## src/rtl/diff_serial_tx_pkg.sv

```systemverilog
`default_nettype none
// ============================================================================
// Module  : diff_serial_tx_pkg
// Brief   : State encodings and counter-width helper shared by diff_serial_tx.
//           Optional feature macro: DIFF_SERIAL_TX_PARITY_EN.
// Revision: 1.0 - initial release
// ============================================================================
package diff_serial_tx_pkg;

    typedef enum logic [2:0] {
        IDLE   = 3'd0,
        START  = 3'd1,
        DATA   = 3'd2,
        PARITY = 3'd3,
        STOP   = 3'd4
    } state_t;

    // Bits needed to count 0..n-1; never less than one bit.
    function automatic int cnt_width(input int n);
        return (n <= 2) ? 1 : $clog2(n);
    endfunction

endpackage
`default_nettype wire

```

## src/rtl/diff_serial_tx_bit_tick.sv

```systemverilog
`default_nettype none
// ============================================================================
// Module  : diff_serial_tx_bit_tick
// Brief   : CLKS_PER_BIT cycle counter; TICK marks the last cycle of a bit.
// Revision: 1.0 - initial release
// ============================================================================
module diff_serial_tx_bit_tick
    import diff_serial_tx_pkg::*;
#(
    parameter int CLKS_PER_BIT = 4
) (
    input  logic CLK,
    input  logic RST,
    input  logic EN,
    output logic TICK
);

    localparam int                 c_cnt_w = cnt_width(CLKS_PER_BIT);
    localparam logic [c_cnt_w-1:0] c_last  = c_cnt_w'(CLKS_PER_BIT - 1);

    logic [c_cnt_w-1:0] r_cnt;

    assign TICK = EN && (r_cnt == c_last);

    always_ff @(posedge CLK) begin
        if (RST || !EN) begin
            r_cnt <= '0;
        end else if (r_cnt == c_last) begin
            r_cnt <= '0;
        end else begin
            r_cnt <= r_cnt + 1'b1;
        end
    end

endmodule
`default_nettype wire

```

## src/rtl/diff_serial_tx.sv

```systemverilog
`default_nettype none
// ============================================================================
// Module  : diff_serial_tx
// Brief   : Framed serialiser (start/data/[parity]/stop) onto a complementary
//           O/OB pair. Parity bit enabled by DIFF_SERIAL_TX_PARITY_EN.
// Revision: 1.0 - initial release
// ============================================================================
module diff_serial_tx
    import diff_serial_tx_pkg::*;
#(
    parameter int DATA_WIDTH   = 8,
    parameter int CLKS_PER_BIT = 4,
    parameter bit LSB_FIRST    = 1'b1,
    parameter bit IDLE_LEVEL   = 1'b0
) (
    input  logic                  CLK,
    input  logic                  RST,
    input  logic [DATA_WIDTH-1:0] DIN,
    input  logic                  DIN_VALID,
    output logic                  DIN_READY,
    output logic                  O,
    output logic                  OB,
    output logic                  BUSY,
    output logic                  DONE
);

    localparam int                     c_bit_cnt_w = cnt_width(DATA_WIDTH);
    localparam logic [c_bit_cnt_w-1:0] c_last_bit  = c_bit_cnt_w'(DATA_WIDTH - 1);

    state_t                  r_state, w_state_next;
    logic [DATA_WIDTH-1:0]   r_shift, w_shift_next;
    logic [c_bit_cnt_w-1:0]  r_bit_cnt, w_bit_cnt_next;
    logic                    r_o, w_o_next;
    logic                    w_tick, w_busy, w_accept, w_head;
`ifdef DIFF_SERIAL_TX_PARITY_EN
    logic                    r_parity;
`endif

    diff_serial_tx_bit_tick #(
        .CLKS_PER_BIT (CLKS_PER_BIT)
    ) u_bit_tick (
        .CLK  (CLK),
        .RST  (RST),
        .EN   (w_busy),
        .TICK (w_tick)
    );

    assign w_busy    = (r_state != IDLE);
    // Ready in the last STOP cycle lets the next frame start with no idle gap.
    assign DIN_READY = !RST && ((r_state == IDLE) || ((r_state == STOP) && w_tick));
    assign w_accept  = DIN_VALID && DIN_READY;
    assign BUSY      = w_busy;
    assign DONE      = (r_state == STOP) && w_tick;
    assign O         = r_o;
    assign OB        = ~r_o;

    always_comb begin
        w_state_next   = r_state;
        w_shift_next   = r_shift;
        w_bit_cnt_next = r_bit_cnt;
        case (r_state)
            IDLE:  if (w_accept) w_state_next = START;
            START: if (w_tick)   w_state_next = DATA;
            DATA: begin
                if (w_tick) begin
                    if (r_bit_cnt == c_last_bit) begin
`ifdef DIFF_SERIAL_TX_PARITY_EN
                        w_state_next = PARITY;
`else
                        w_state_next = STOP;
`endif
                    end else begin
                        w_shift_next   = LSB_FIRST ? (r_shift >> 1) : (r_shift << 1);
                        w_bit_cnt_next = r_bit_cnt + 1'b1;
                    end
                end
            end
`ifdef DIFF_SERIAL_TX_PARITY_EN
            PARITY: if (w_tick) w_state_next = STOP;
`endif
            STOP:  if (w_tick) w_state_next = w_accept ? START : IDLE;
            default: w_state_next = IDLE;
        endcase
        if (w_accept) begin
            w_shift_next   = DIN;
            w_bit_cnt_next = '0;
        end
    end

    // Line level is decided one cycle ahead so O comes straight from a flop.
    assign w_head = LSB_FIRST ? w_shift_next[0] : w_shift_next[DATA_WIDTH-1];

    always_comb begin
        w_o_next = IDLE_LEVEL;
        case (w_state_next)
            START:  w_o_next = ~IDLE_LEVEL;
            DATA:   w_o_next = w_head;
`ifdef DIFF_SERIAL_TX_PARITY_EN
            PARITY: w_o_next = r_parity;
`endif
            default: w_o_next = IDLE_LEVEL;
        endcase
    end

    always_ff @(posedge CLK) begin
        if (RST) begin
            r_state   <= IDLE;
            r_shift   <= '0;
            r_bit_cnt <= '0;
            r_o       <= IDLE_LEVEL;
        end else begin
            r_state   <= w_state_next;
            r_shift   <= w_shift_next;
            r_bit_cnt <= w_bit_cnt_next;
            r_o       <= w_o_next;
        end
    end

`ifdef DIFF_SERIAL_TX_PARITY_EN
    always_ff @(posedge CLK) begin
        if (RST) begin
            r_parity <= 1'b0;
        end else if (w_accept) begin
            r_parity <= ^DIN;
        end
    end
`endif

endmodule
`default_nettype wire

```

## config.mk

```make
export PLATFORM = sky130hd
export DESIGN_NAME = diff_serial_tx
export DESIGN_NICKNAME = d
export VERILOG_FILES = /design/src/rtl/diff_serial_tx_pkg.sv /design/src/rtl/diff_serial_tx_bit_tick.sv /design/src/rtl/diff_serial_tx.sv
export SDC_FILE = /design/constraint.sdc
export NUM_CORES = 1
export LEC_CHECK = 0
export ABC_CLOCK_PERIOD_IN_PS = 1700
export CORE_MARGIN = 1
export CORE_UTILIZATION = 44
export CTS_CLUSTER_SIZE = 28
export DETAILED_ROUTE_END_ITERATION = 16
export PLACE_DENSITY = 0.72
export SYNTH_ARGS = -nofsm -noshare
export SYNTH_HDL_FRONTEND = slang
export SYNTH_SLANG_ARGS = --single-unit
```

## constraint.sdc

```tcl
create_clock -name CLK -period 1.7 [get_ports CLK]
set_clock_uncertainty 0.2 [all_clocks]
set_input_delay 0.34 -clock CLK [delete_from_list [all_inputs] [get_ports CLK]]
set_output_delay 0.34 -clock CLK [all_outputs]
set_load 0.005 [all_outputs]
```

==> reports/summary.txt, run 1 <==
Final HPWL DP: 1.161 mm
Non-Filler Instances: 152
Root Driver: clkbuf_4
CP arrival: 1.77 ns
Layout cells sized above 1: 57.48%
Syn Inst Count: 87
Antenna violations before repair: 0
Critical-path top delay cell: dfxtp_2
Critical path required time: 1.69 ns
Dpl cells: 138
Grt ovf: 0
Worst-Skew Late Latency: 0.29 ns
Die Span Y: 45.88 um
Critical Path Source Type: flop
Yosys warning count: 0
LEAKAGE: 0.5289 nW
Syn avg cell area: 9.736 sq um
Rows: 15
Post-synthesis mux area share: 3.545%
Cts hold-fix bufs: 0
Largest net degree at the start of global routing: 19
Routed wire per std cell: 14.79 um
IO buf count: 15
DRT antenna net count: 0
Die span in x: 45.88 um
DR pass1 iterations: 4
Status: finished, violations left
WL final: 2.248 mm
Max-slew violations: 0
Worst Path Class, Setup: flop to flop
Largest family of logic cells by synthesized area: simple AND/OR/NAND/NOR gates
Hold Fails Final Rpt: 0
Seq/Total Area, Yosys: 40.18%
Area Growth Syn to Fin: 61.45%
Clock transition at the registers of the reported paths: 0.10 ns
Vias in the first global route: 778
Slew headroom: 77.63%
Slew @ Worst Pin: 0.3310 ns
Core ar.: 0.001764 sq mm
CP max stage delay: 0.36 ns
RR Startpoint: u_bit_tick.r_cnt[0]
#FFs+latches synth: 17
Post-Synth Adder-Cell Area: 4.431%
Total CTS buffers: 3
Worst Path Max Fanout: 7
Max IR drop VDD: 0.5511 mV
Mapped Nets: 101
Cell variety after synth: 31
Starting density of the core: 48.01%
Max Cap Viol: 0
Overall Power: 0.8053 mW
Final worst slack: -0.08131 ns
Fmax: 0.5614 GHz
Post-synthesis cell area: 847.1 sq um
Fin crit share: 104.8%
Delay-heaviest family, CP: simple AND/OR/NAND/NOR gates
DRT iter0 DRCs: 12
Setup TNS: -0.2285 ns
Routability Congestion: 0.7754
Final min period: 1.781 ns
First-pass GRT wire length: 3.201 mm
XOR/XNOR Fraction of Synth Area: 1.034%
Critical path cell sequence: ha_4 > buf_4 > and3b_2 > and2_4 > mux2i_2 > nor3_2
Vias per std cell: 5.421
Hold_ws: 0.2885 ns
Setup violation total in the final timing report: 6
# DRC: 0
Worst Path Buf+Inv: 1
Post-synthesis compound-gate area fraction: 20.97%
Critical path capture point type: flop
I/O pin total: 16
P per Cell Area: 588.9 mW/mm^2
Crit path launch: u_bit_tick.r_cnt[0]
Clock buffer depth: 2
Tot GR Track Use: 21.62%
H-tree depth: 1
# clock sinks: 17
Min-Delay Path Class: flop to flop
Nets@finish: 142
Post-synthesis simple-gate area fraction: 24.37%
CTS tree: built
Failing checks: negative setup slack
Die area: 0.002105 sq mm
RSZ-0062 raised after global routing: yes
Vias: 824
HP Start: r_shift[2]
Inserted Diodes: 0
registers in the layout, summed over array words and instances, names as in the netlist:
register,count
O,1
r_bit_cnt,3
r_shift,8
r_state,3
u_bit_tick.r_cnt,2
worst min-delay path, cell delays in order, from the launching register on:
cell and delay, ns:
dfxtp_1 0.33, nand2_1 0.07, a211oi_2 0.05
through the flow:
stage                     utilization (%)  cell area [sq um]  setup WS, ns
after floorplan                         -              849.6      0.008437
after global placement              63.55               1121       -0.3191
after detailed placement            63.55               1121       -0.3302
after CTS                           70.57               1245      -0.08474
after global routing                77.52               1368       -0.1164
final                               77.52               1368      -0.08131
power breakdown:
| group | internal (mW) | total (mW) | switching [mW] |
|---|---|---|---|
| clock network | 0.0912 | 0.218 | 0.127 |
| registers | 0.414 | 0.428 | 0.0139 |
| logic | 0.0951 | 0.159 | 0.0639 |
| total | 0.601 | 0.805 | 0.205 |
synth_stat cells:
cell type	number	area (sq um)
dfxtp_1	17	340.3
ha_1	3	37.54
clkbuf_1	1	3.750
nand2b_1	1	6.260
o21bai_1	1	7.510
nand2_1	8	30.03
nand4b_1	1	8.760
a211oi_1	1	7.510
buf_2	1	5.000
and3_1	1	6.260
a21oi_1	4	20.02
nor3_2	3	30.03
buf_8	1	15.01
inv_1	3	11.26
mux2i_1	3	30.03
nand3_1	1	5.000
nor3_1	2	10.01
buf_6	1	11.26
nand2_2	1	6.260
nor4_1	1	6.260
and2_4	1	8.760
o21ba_2	1	10.01
nor2_1	10	37.54
a211oi_2	6	75.07
and3b_1	2	17.52
and4b_1	1	10.01
a21oi_2	6	52.55
or3_1	1	6.260
o21ai_0	1	5.000
nor4b_1	2	17.52
xnor2_1	1	8.760
kinds of logic (layout without fill, tap and decap cells):
group	count (synthesis)	after routing
and+or+nand+nor	36	37
AOI/OAI and AO/OA	20	20
DFF	17	17
buffers and inverters	7	46
adders and majority gates	3	3
muxes	3	3
xor gates and xnor gates	1	1
routing by layer:
layer / GRT usage [%] / routed length [um] / vias up
li1: - / - / 391
met1: 25.60 / 928 / 392
met2: 35.21 / 1140 / 33
met3: 6.349 / 124 / 8
met4: 10.59 / 55 / 0
met5: 0 / 0 / -
placed cells by master (no fill, tap or decap), types with 2 or more instances in the layout:
cell type / n
ha_4: 2
inv_1: 2
dfxtp_4: 2
dfxtp_2: 5
a211oi_2: 7
buf_6: 3
nor3_2: 2
nor2_1: 8
nor3_4: 2
a21oi_2: 8
mux2i_2: 2
clkbuf_4: 3
clkdlybuf4s50_1: 11
dfxtp_1: 10
and2_4: 2
nor4b_1: 2
a21oi_1: 2
nor2_4: 2
buf_12: 2
buf_4: 21
nand2_1: 8
area by class of cell:
cell class                 instances  area, sq um
clock buffer                       4        26.28
timing repair buffer              39        355.3
sequential                        17        354.1
multi-input combinational         64        589.3
inverter                           3        11.26
fill                             132        396.6
tap                               25        31.28
repair_timing:
item / 4_1_cts / 5_1_grt
gates resized for setup: 37 / 16
pin swaps: 6 / 5
endpoints found under the hold margin: 0 / 0
setup endpoints to repair: 13 / 15
gates cloned: 1 / 0
setup buffers: 2 / 7
worst paths after layout:
| kind | to | slack, ns | cells past startpoint |
|---|---|---|---|
| worst max-delay path | r_bit_cnt[2] | -0.08 | 6 |
| worst min-delay path | r_shift[2] | 0.29 | 2 |
| worst max register to register | r_bit_cnt[2] | -0.08 | 6 |
| worst min register to register | r_shift[2] | 0.29 | 2 |
No activity file was read; power rests on OpenSTA's default activity.
==> run 2, diff against run 1 <==
--- a/config.mk
+++ b/config.mk
@@ -11,6 +11,7 @@
 export CTS_CLUSTER_SIZE = 28
 export DETAILED_ROUTE_END_ITERATION = 16
 export PLACE_DENSITY = 0.72
+export RECOVER_POWER = 25
 export SYNTH_ARGS = -nofsm -noshare
 export SYNTH_HDL_FRONTEND = slang
 export SYNTH_SLANG_ARGS = --single-unit
==> results of run 2 <==
The final DEF is identical to that of run 1; final timing and power are the same.
==> run 3, diff against run 2 <==
--- a/config.mk
+++ b/config.mk
@@ -12,6 +12,8 @@
 export DETAILED_ROUTE_END_ITERATION = 16
 export PLACE_DENSITY = 0.72
 export RECOVER_POWER = 25
+export REMOVE_ABC_BUFFERS = 1
 export SYNTH_ARGS = -nofsm -noshare
 export SYNTH_HDL_FRONTEND = slang
 export SYNTH_SLANG_ARGS = --single-unit
+export TNS_END_PERCENT = 50
==> run 3 against run 2 <==
  * The flow still finishes with violations (negative setup slack)
  * Die area stayed put
  * Fmax fell by 0.14%
  * First-iteration DRC count is 33% higher
  * Final cell count is 3.3% lower
  * Clock power down 2%
  * Register-to-register slack gained 0.05 ns
  * Routed wire length down 13%
  * Setup slack lost 0.0024 ns
  * Design area shrank 8.6%
  * Count of clock-buffer cells in the layout shrank 1
  * Combinational power shrank 11%
  * Critical path type is now flop to output port
==> reports/summary.txt, run 3 (synthesis results as in run 1) <==
# clock sinks: 17 (unchanged)
Register area: 351.6 sq um (was 354.1 sq um)
M1 GR Usage: 24.04% (was 25.60%)
DRT iter0 DRCs: 16 (was 12)
Vias: 757 (was 824)
HP Start: r_shift[1] (was r_shift[2])
Slew headroom: 78.01% (was 77.63%)
Nets@finish: 137 (was 142)
Largest register FFs: 8 (unchanged)
DRT antenna net count: 0 (unchanged)
Die area: 0.002105 sq mm (unchanged)
Most common cell after layout, fill and taps aside: buf_4 (unchanged)
Grt ovf: 0 (unchanged)
Overall Power: 0.7830 mW (was 0.8053 mW)
Largest net degree at the start of global routing: 19 (unchanged)
Critical path cell sequence: ha_4 > and3_4 > o21ba_4 > buf_6 (was ha_4 > buf_4 > and3b_2 > and2_4 > mux2i_2 > nor3_2)
Layout filler cell count: 153 (was 132)
Rows: 15 (unchanged)
Global routing usage on met2: 38.59% (was 35.21%)
Final HPWL DP: 1.249 mm (was 1.161 mm)
Most frequent cells in the layout: buf_4 (16), dfxtp_1 (12), clkdlybuf4s50_1 (10) (was buf_4 (21), clkdlybuf4s50_1 (11), dfxtp_1 (10))
CP arrival: 1.24 ns (was 1.77 ns)
Clock buffer depth: 2 (unchanged)
RSZ-0062 raised after global routing: yes (unchanged)
Layout cells sized above 1: 46.72% (was 57.48%)
Area Growth Syn to Fin: 47.56% (was 61.45%)
Place WS: -0.3555 ns (was -0.3302 ns)
Die Span Y: 45.88 um (unchanged)
Max Cap Viol: 0 (unchanged)
H-tree depth: 1 (unchanged)
GR peak layer: met2 (unchanged)
IO buf count: 15 (unchanged)
Routed wire per std cell: 13.24 um (was 14.79 um)
Worst Path Class, Setup: flop to output port (was flop to flop)
Failing checks: negative setup slack (unchanged)
Largest registers: r_shift (8), r_bit_cnt (3), r_state (3) (unchanged)
Non-Filler Instances: 147 (was 152)
Clock transition at the registers of the reported paths: 0.11 ns (was 0.10 ns)
I/O pin total: 16 (unchanged)
Critical-path top delay cell: dfxtp_2 (unchanged)
Worst-Skew Late Latency: 0.29 ns (about the same)
Crit path launch: u_bit_tick.r_cnt[0] (unchanged)
Root Driver: clkbuf_4 (unchanged)
Dpl cells: 138 (unchanged)
Final worst slack: -0.08376 ns (was -0.08131 ns)
Final min period: 1.784 ns (was 1.781 ns)
Max IR drop VDD: 0.4241 mV (was 0.5511 mV)
P per Cell Area: 626.4 mW/mm^2 (was 588.9 mW/mm^2)
Max-slew violations: 0 (unchanged)
Sw frac: 25.16% (was 25.40%)
Tot GR Track Use: 21.25% (was 21.62%)
WL final: 1.946 mm (was 2.248 mm)
Min-Delay Path Class: flop to flop (unchanged)
Antenna violations before repair: 0 (unchanged)
Internal cell power: 0.5860 mW (was 0.6007 mW)
Fmax: 0.5606 GHz (was 0.5614 GHz)
Largest Register: r_shift (unchanged)
Vias per std cell: 5.150 (was 5.421)
Core ar.: 0.001764 sq mm (unchanged)
DR pass1 iterations: 4 (unchanged)
Register share of total power: 54.6% (was 53.2%)
Slew @ Worst Pin: 0.3252 ns (was 0.3310 ns)
LEAKAGE: 0.5236 nW (was 0.5289 nW)
Setup violation total in the final timing report: 11 (was 6)
CTS tree: built (unchanged)
Inserted Diodes: 0 (unchanged)
CP max stage delay: 0.34 ns (was 0.36 ns)
Cts hold-fix bufs: 0 (unchanged)
M3 GR Usage: 3.571% (was 6.349%)
RR Startpoint: u_bit_tick.r_cnt[0] (unchanged)
Post-route cell area: 0.001250 sq mm (was 0.001368 sq mm)
Critical path capture point type: output port (was flop)
Critical Path Source Type: flop (unchanged)
First-pass GRT wire length: 3.153 mm (was 3.201 mm)
Fin crit share: 104.9% (was 104.8%)
# DRC: 0 (unchanged)
Psw: 0.1970 mW (was 0.2045 mW)
Critical path required time: 1.16 ns (was 1.69 ns)
Total CTS buffers: 3 (unchanged)
Die span in x: 45.88 um (unchanged)
Clock share of power: 27.3% (was 27.1%)
Routability Congestion: 0.7710 (was 0.7754)
Worst Path Max Fanout: 2 (was 7)
Hold Fails Final Rpt: 0 (unchanged)
Area of the multi-input gates: 521.8 sq um (was 589.3 sq um)
Vias in the first global route: 733 (was 778)
Status: finished, violations left (unchanged)
Starting density of the core: 48.01% (unchanged)
Comb pwr share: 18.0% (was 19.7%)
DP Area: 0.001106 sq mm (was 0.001121 sq mm)
[run 3: power by group through the flow]
stage | Sequential [mW] | Combinational (mW) | Clock, mW
finish | 0.428 | 0.141 | 0.214
global route | 0.430 | 0.153 | 0.238
CTS | 0.428 | 0.131 | 0.220
detailed placement | 0.435 | 0.121 | 0
global placement | 0.434 | 0.119 | 0
floorplan | 0.434 | 0.0485 | 0
[run 3: final cells by class]
type	instances	area share (%)
repair buffers	34	24.52
well taps	25	2.503
clock inverters	1	0.4004
flip-flops and latches	17	28.13
inverters	3	0.9009
multi-input cells	64	41.74
clock buffers	3	1.802
[run 3: final timing paths]
check | end | slack (ns) | cells past startpoint
worst min register to register | r_shift[1] | 0.29 | 2
worst max-delay path | DIN_READY | -0.08 | 4
worst max register to register | r_bit_cnt[2] | -0.03 | 7
worst min-delay path | r_shift[1] | 0.29 | 2
[run 3: stage by stage]
step	setup TNS, ns	utilization (%)	hold slack, ns
after global placement	-3.459	62.70	0.2188
after CTS	-0.2422	68.44	0.2378
after global routing	-1.196	70.85	0.3107
after floorplan	-0.1613	-	0.2046
after detailed placement	-4.023	62.70	0.2230
final	-0.2912	70.85	0.2871
[run 3: repair_timing]
action,4_1_cts,5_1_grt
endpoints found under the setup margin,15,17
cloned,1,1
hold endpoints to repair,0,0
resized for setup,30,10
setup buffers,2,1
pin swaps,4,4
[run 3: worst max-delay path: cells and delay by family, from the launching register on]
kind,cells,cell delay [ns]
fa+ha+maj,1,0.16
buf+inv,1,0.11
compound gates,1,0.21
simple gates,1,0.15
flops,1,0.34
[run 3: per-layer routing]
metal / vias up / wire [um]
met5: - / 0
met1: 356 / 873
li1: 381 / -
met4: 0 / 28
met3: 4 / 59
met2: 16 / 985
